--- config.mk ---
export PLATFORM = sky130hd
export DESIGN_NAME = mmio_arbiter
export DESIGN_NICKNAME = d
export VERILOG_FILES = /design/src/rtl/mmio_arbiter.sv
export SDC_FILE = /design/constraint.sdc
export NUM_CORES = 1
export LEC_CHECK = 0
export BUFFER_PORTS_ARGS = -buffer_cell sky130_fd_sc_hd__buf_2
export CORE_MARGIN = 2
export CORE_UTILIZATION = 45
export DETAILED_ROUTE_END_ITERATION = 10
export GPL_ROUTABILITY_DRIVEN = 0
export PLACE_DENSITY_LB_ADDON = 0.12
export SETUP_SLACK_MARGIN = 0.15
export SYNTH_ARGS = -nofsm -noshare
export SYNTH_HDL_FRONTEND = slang
export SYNTH_SLANG_ARGS = --single-unit
--- constraint.sdc ---
create_clock -name clk -period 1.9 [get_ports clk]
set_input_delay 0.38 -clock clk [delete_from_list [all_inputs] [get_ports clk]]
set_output_delay 0.38 -clock clk [all_outputs]
set_load 0.005 [all_outputs]
--- src/rtl/mmio_arbiter.sv ---
// Round-robin arbiter sharing one MMIO port between the core memory stage (m0)
// and the debug loader (m1). One transaction in flight: IDLE -> ISSUE -> RESP.
module mmio_arbiter #(
  parameter int unsigned ADDR_WIDTH = 32,
  parameter int unsigned DATA_WIDTH = 32
) (
  input  logic                  clk,
  input  logic                  rst_n,
  input  logic                  clk_enable,

  input  logic                  m0_valid,
  output logic                  m0_ready,
  input  logic [ADDR_WIDTH-1:0] m0_addr,
  input  logic                  m0_we,
  input  logic [DATA_WIDTH-1:0] m0_wdata,
  output logic                  m0_rvalid,
  output logic [DATA_WIDTH-1:0] m0_rdata,

  input  logic                  m1_valid,
  output logic                  m1_ready,
  input  logic [ADDR_WIDTH-1:0] m1_addr,
  input  logic                  m1_we,
  input  logic [DATA_WIDTH-1:0] m1_wdata,
  output logic                  m1_rvalid,
  output logic [DATA_WIDTH-1:0] m1_rdata,

  output logic                  mmio_sel,
  output logic [ADDR_WIDTH-1:0] mmio_addr,
  output logic                  mmio_we,
  output logic [DATA_WIDTH-1:0] mmio_wdata,
  input  logic [DATA_WIDTH-1:0] mmio_rdata
);

  typedef enum logic [1:0] {
    S_IDLE  = 2'd0,
    S_ISSUE = 2'd1,
    S_RESP  = 2'd2
  } state_t;

  state_t                state_q;
  logic                  last_grant_q;
  logic                  gnt_id_q;
  logic [DATA_WIDTH-1:0] rdata0_q;
  logic [DATA_WIDTH-1:0] rdata1_q;

  logic any_valid_c;
  logic grant_id_c;
  logic accept_c;
  logic resp0_c;
  logic resp1_c;

  // Round-robin pick: a tie goes to the requester not granted last time.
  always_comb begin
    any_valid_c = m0_valid | m1_valid;
    grant_id_c  = 1'b0;
    if (m0_valid && m1_valid) begin
      grant_id_c = ~last_grant_q;
    end else begin
      grant_id_c = m1_valid;
    end
  end

  // A grant only exists in IDLE on an enabled cycle outside reset.
  assign accept_c = rst_n & clk_enable & (state_q == S_IDLE) & any_valid_c;
  assign m0_ready = accept_c & ~grant_id_c;
  assign m1_ready = accept_c &  grant_id_c;

  // MMIO read data is registered by the MMIO block and only becomes valid in
  // RESP, so the response pulse and data are presented in that same cycle and
  // the data is captured locally to hold it afterwards.
  assign resp0_c   = (state_q == S_RESP) & ~gnt_id_q;
  assign resp1_c   = (state_q == S_RESP) &  gnt_id_q;
  assign m0_rvalid = resp0_c & clk_enable;
  assign m1_rvalid = resp1_c & clk_enable;
  assign m0_rdata  = resp0_c ? mmio_rdata : rdata0_q;
  assign m1_rdata  = resp1_c ? mmio_rdata : rdata1_q;

  // Transaction sequencer; all state advances only on enabled edges.
  always_ff @(posedge clk or negedge rst_n) begin
    if (!rst_n) begin
      state_q      <= S_IDLE;
      last_grant_q <= 1'b1;
      gnt_id_q     <= 1'b0;
      mmio_sel     <= 1'b0;
      mmio_we      <= 1'b0;
      mmio_addr    <= '0;
      mmio_wdata   <= '0;
      rdata0_q     <= '0;
      rdata1_q     <= '0;
    end else if (clk_enable) begin
      case (state_q)
        S_IDLE: begin
          if (any_valid_c) begin
            state_q      <= S_ISSUE;
            gnt_id_q     <= grant_id_c;
            last_grant_q <= grant_id_c;
            mmio_sel     <= 1'b1;
            mmio_addr    <= grant_id_c ? m1_addr  : m0_addr;
            mmio_we      <= grant_id_c ? m1_we    : m0_we;
            mmio_wdata   <= grant_id_c ? m1_wdata : m0_wdata;
          end
        end
        S_ISSUE: begin
          state_q  <= S_RESP;
          mmio_sel <= 1'b0;
          mmio_we  <= 1'b0;
        end
        S_RESP: begin
          state_q <= S_IDLE;
          if (gnt_id_q) begin
            rdata1_q <= mmio_rdata;
          end else begin
            rdata0_q <= mmio_rdata;
          end
        end
        default: begin
          state_q <= S_IDLE;
        end
      endcase
    end
  end

endmodule

# After elaboration in Yosys (flattened, before gate mapping)
# Index checks and enable logic that the tools add are counted.
word_totals:
  reg_bits: 134
  inputBits: 167
  out_inout_bits: 134
  elab_cells: 45
op_classes:
  n_eq_ne: 3
  mux: 12
  bitwise_logic: 13
  reduce_logical: 8
ops:
  columns: ["op", "count"]
  rows:
  - ["$mux 32", 4]
  - ["$reduce_and 3->1", 4]
  - ["$and 1x1->1", 9]
  - ["$mux 1", 4]
  - ["$pmux 1 s2", 2]
  - ["$pmux 2 s2", 1]
  - ["$not 1->1", 3]
  - ["$eq 2x1->1 const B", 1]
  - ["$eq 2x2->1 const B", 1]
  - ["$logic_not 2->1", 1]
  - ["$mux 2", 1]
  - ["$ne 2x2->1 const B", 1]
  - ["$reduce_and 2->1", 1]
  - ["$reduce_bool 2->1", 1]
  - ["$logic_and 1x1->1", 1]
  - ["$or 1x1->1", 1]

# Depth between registers and ports, before layout
depth:
  ltp_word: 5
  ltp_mapped: 5

# Least setup slack after synthesis
# OpenSTA, ideal clock, no wires.
synth_timing:
  kind: "register to output"
  start: "reg state_q[0]"
  end: "out m0_rdata[10]"
  arrival_ns: 1.326
  path_slack_ns: 0.194
  path_stages_with_launch: 4
  n_path_buf: 1
  path_cell_list: "dfrtp_1 nor3b_2 buf_2 mux2_2"
synth_via:
  elab_chain_len: 3
synth_rtl:
  columns: ["item", "line_no", "source"]
  rows:
  - ["from (decl)", "40", "state_t state_q;"]
  - ["from (signal assigned)", "81", "state_q <= S_IDLE;"]
  - ["from (signal assigned)", "94", "state_q <= S_ISSUE;"]
  - ["from (signal assigned)", "104", "state_q <= S_RESP;"]
  - ["$eq 2x2->1", "71", "assign resp0_c = (state_q == S_RESP) & ~gnt_id_q;"]
  - ["$and 1x1->1", "71", null]
  - ["$mux 32", "75", "assign m0_rdata = resp0_c ? mmio_rdata : rdata0_q;"]
  - ["to (decl)", "17", "output logic [DATA_WIDTH-1:0] m0_rdata,"]
# Every way passes these cells.

# Worst setup path in the final report
layout_timing:
  start: "reg state_q[0]"
  end: "out m0_rdata[6]"
# Same word-level chain as after synthesis.

==> out/qor.csv <==
metric,value,unit
clock_latency,420,ps
grt_overflow,0,
synth_cells,440,
cp.arrival,1870,ps
grt_pass1_vias,5522,
place_ws,52.6,ps
status,finished with violations,
synth.avg_cell_area,15.0,sq um
cp_top_family,buffers and inverters,
dr.pass1.iters,4,
peakVddDrop,0.000735,V
critical_path.max_stage_delay,430,ps
cp-start-kind,flop,
wl_per_cell,19.7,um
fin_worst_skew,4.61,ps
placed_area,8390,sq um
worstHoldPathType,in2async,
crit_top_cell,buf_6,
cts.sinks,134,
relSlewSlack,0.499,
r2r_end,rdata0_q[2]$_DFFE_PN0P_,
start_util,0.457,
final-seq-area,3360,sq um
crit_start,state_q[0]$_DFFE_PN0P_,
drive_gt1_frac,0.804,
leakagePower,0.00513,uW
io_pins,301,
fin_ws,-352,ps
tightest_slew,752,ps
row_count,44,
fin_crit,2250,ps
yosysWarnings,0,
rsz0062_at_grt,true,
yosysSeqAreaShare,0.509,
cts_max_path_buffers,2,
multi_input_area,3570,sq um
slew_violations,0,
htree_levels,4,
drc_errors,0,
crit_buf_inv,3,
finalSetupViolations,99,
hold_viol,0,
mostFrequentLayoutCell,buf_2,
fill_cells,981,
portBuffers,300,
dpl.hpwl,11900,um
n_antenna_cell,0,
critPathMaxFanout,6,
violations,setup timing,
fp.coreArea,14400,sq um
yosysUniqueCellTypes,24,
powerDensity,1550,nW/um^2
critPathSlowestCell,dfrtp_2,
worstPathCellList,nor3b_4 > buf_6 > clkbuf_16 > mux2_4 > buf_6,
grt_pass1_wl,28900,um
syn_nets,607,
vias,5006,
p_total,15900,uW
antenna_found_initial,0,
cts-buffers-inserted,17,
min_period_over_period,1.19,
ys_ff_latch,134,
synth_area,6590,sq um
layout.nets,948,
path_depth,5,
die_w,125,um
grt_usage,0.235,
fp.dieH,125,um
required,1520,ps
first_iter_violations,235,
fmax,444,MHz
final_cell_mix,"267 x buf_2, 132 x mux2_4, 132 x dfrtp_1",
cp-end-kind,output pin,
grt_max_degree,133,
dieArea,15600,sq um
syn_to_final_growth,56.2,%
drv_cap,0,
critical_path_class,reg2out,
rr_worst_depth,9,
ant_nets,0,
clockRootBuffer,clkbuf_16,
r2r_start,state_q[0]$_DFFE_PN0P_,
cts_tree,built,
final_area,10300,sq um
rrSetupSlack,-140,ps
clk_pin_slew_worst_paths,50,ps
worstSetupEndpoint,m0_rdata[6],
postRouteWirelength,19300,um
vias_per_cell,5.12,
cell families (layout without fill, tap and decap cells):
kind of cell	count (synthesis)	count (layout)	share of synthesized area
multiplexers	257	257	0.439
flip-flops	134	134	0.509
buffers and inverters	30	384	0.0309
AO/OA/AOI/OAI	11	11	0.0120
AND/OR/NAND/NOR	8	8	0.00930
per-layer routing:
layer / part of all wire / GRT usage / wire (um)
met4: 0.016 / 0.0765 / 303
met1: 0.41 / 0.279 / 7870
met5: 0 / 0 / 0
met3: 0.061 / 0.0719 / 1180
met2: 0.52 / 0.410 / 9960
cell type report:
cell class	count	area share
Tap cell	184	0.0224
Multi-Input combinational cell	276	0.347
Timing Repair Buffer	349	0.242
Inverter	3	0.00109
Clock buffer	24	0.0497
Sequential cell	134	0.326
Clock inverter	8	0.0114
repair_timing:
action	in CTS	in global routing
hold endpoints to repair	2	0
hold buffers	1	0
buffers inserted	15	2
setup endpoints to repair	100	164
resized for setup	119	85
gates cloned	6	5
pin swaps	5	3
worst min path at each step:
stage,from,end,cells past startpoint,slack (ps)
final,rst_n,rdata0_q[28]$_DFFE_PN0P_,2,50
after global routing,rst_n,gnt_id_q$_DFFE_PN0P_,2,140
after CTS,rst_n,mmio_wdata[17]$_DFFE_PN0P_,2,130
after detailed placement,rst_n,mmio_sel$_DFFE_PN0P_,1,170
after global placement,rst_n,mmio_we$_DFFE_PN0P_,1,170
after floorplan,rst_n,gnt_id_q$_DFFE_PN0P_,0,80
power breakdown:
group	switching, uW	internal, uW	total, uW
combinational	2480	4870	7350
clock	1200	2260	3460
sequential	819	4300	5120
total	4500	11400	15900
sequential cells by signal (all words and copies together) (netlist names):
register / count
last_grant_q: 1
mmio_wdata: 32
gnt_id_q: 1
mmio_we: 1
state_q: 2
mmio_sel: 1
rdata1_q: 32
mmio_addr: 32
rdata0_q: 32
cell usage after synthesis, drive strengths merged:
cell	count	area (sq um)
a21boi	1	11.3
a21o	1	7.51
a21oi	1	5.00
a22o	1	8.76
a31oi	1	6.26
and2	1	6.26
and3	1	6.26
buf	27	193
dfrtp	133	3330
dfstp	1	26.3
inv	3	11.3
mux2	256	2880
mux2i	1	10.0
nand3	2	10.0
nand4	1	6.26
nor3b	3	32.5
o21a	1	7.51
o21ai	3	15.0
o2bb2ai	1	8.76
o311ai	1	8.76
metrics by stage:
| step | hold slack, ps | setup TNS [ps] | instances | util |
|---|---|---|---|---|
| after floorplan | 84.4 | 0 | 440 | - |
| final | 53.9 | -23430 | 978 | 0.714 |
| after CTS | 130 | -19080 | 971 | 0.679 |
| after global placement | 175 | 0 | 917 | 0.582 |
| after detailed placement | 172 | 0 | 917 | 0.582 |
| after global routing | 142 | -30280 | 978 | 0.714 |
Power figures use the tool's default switching activity.
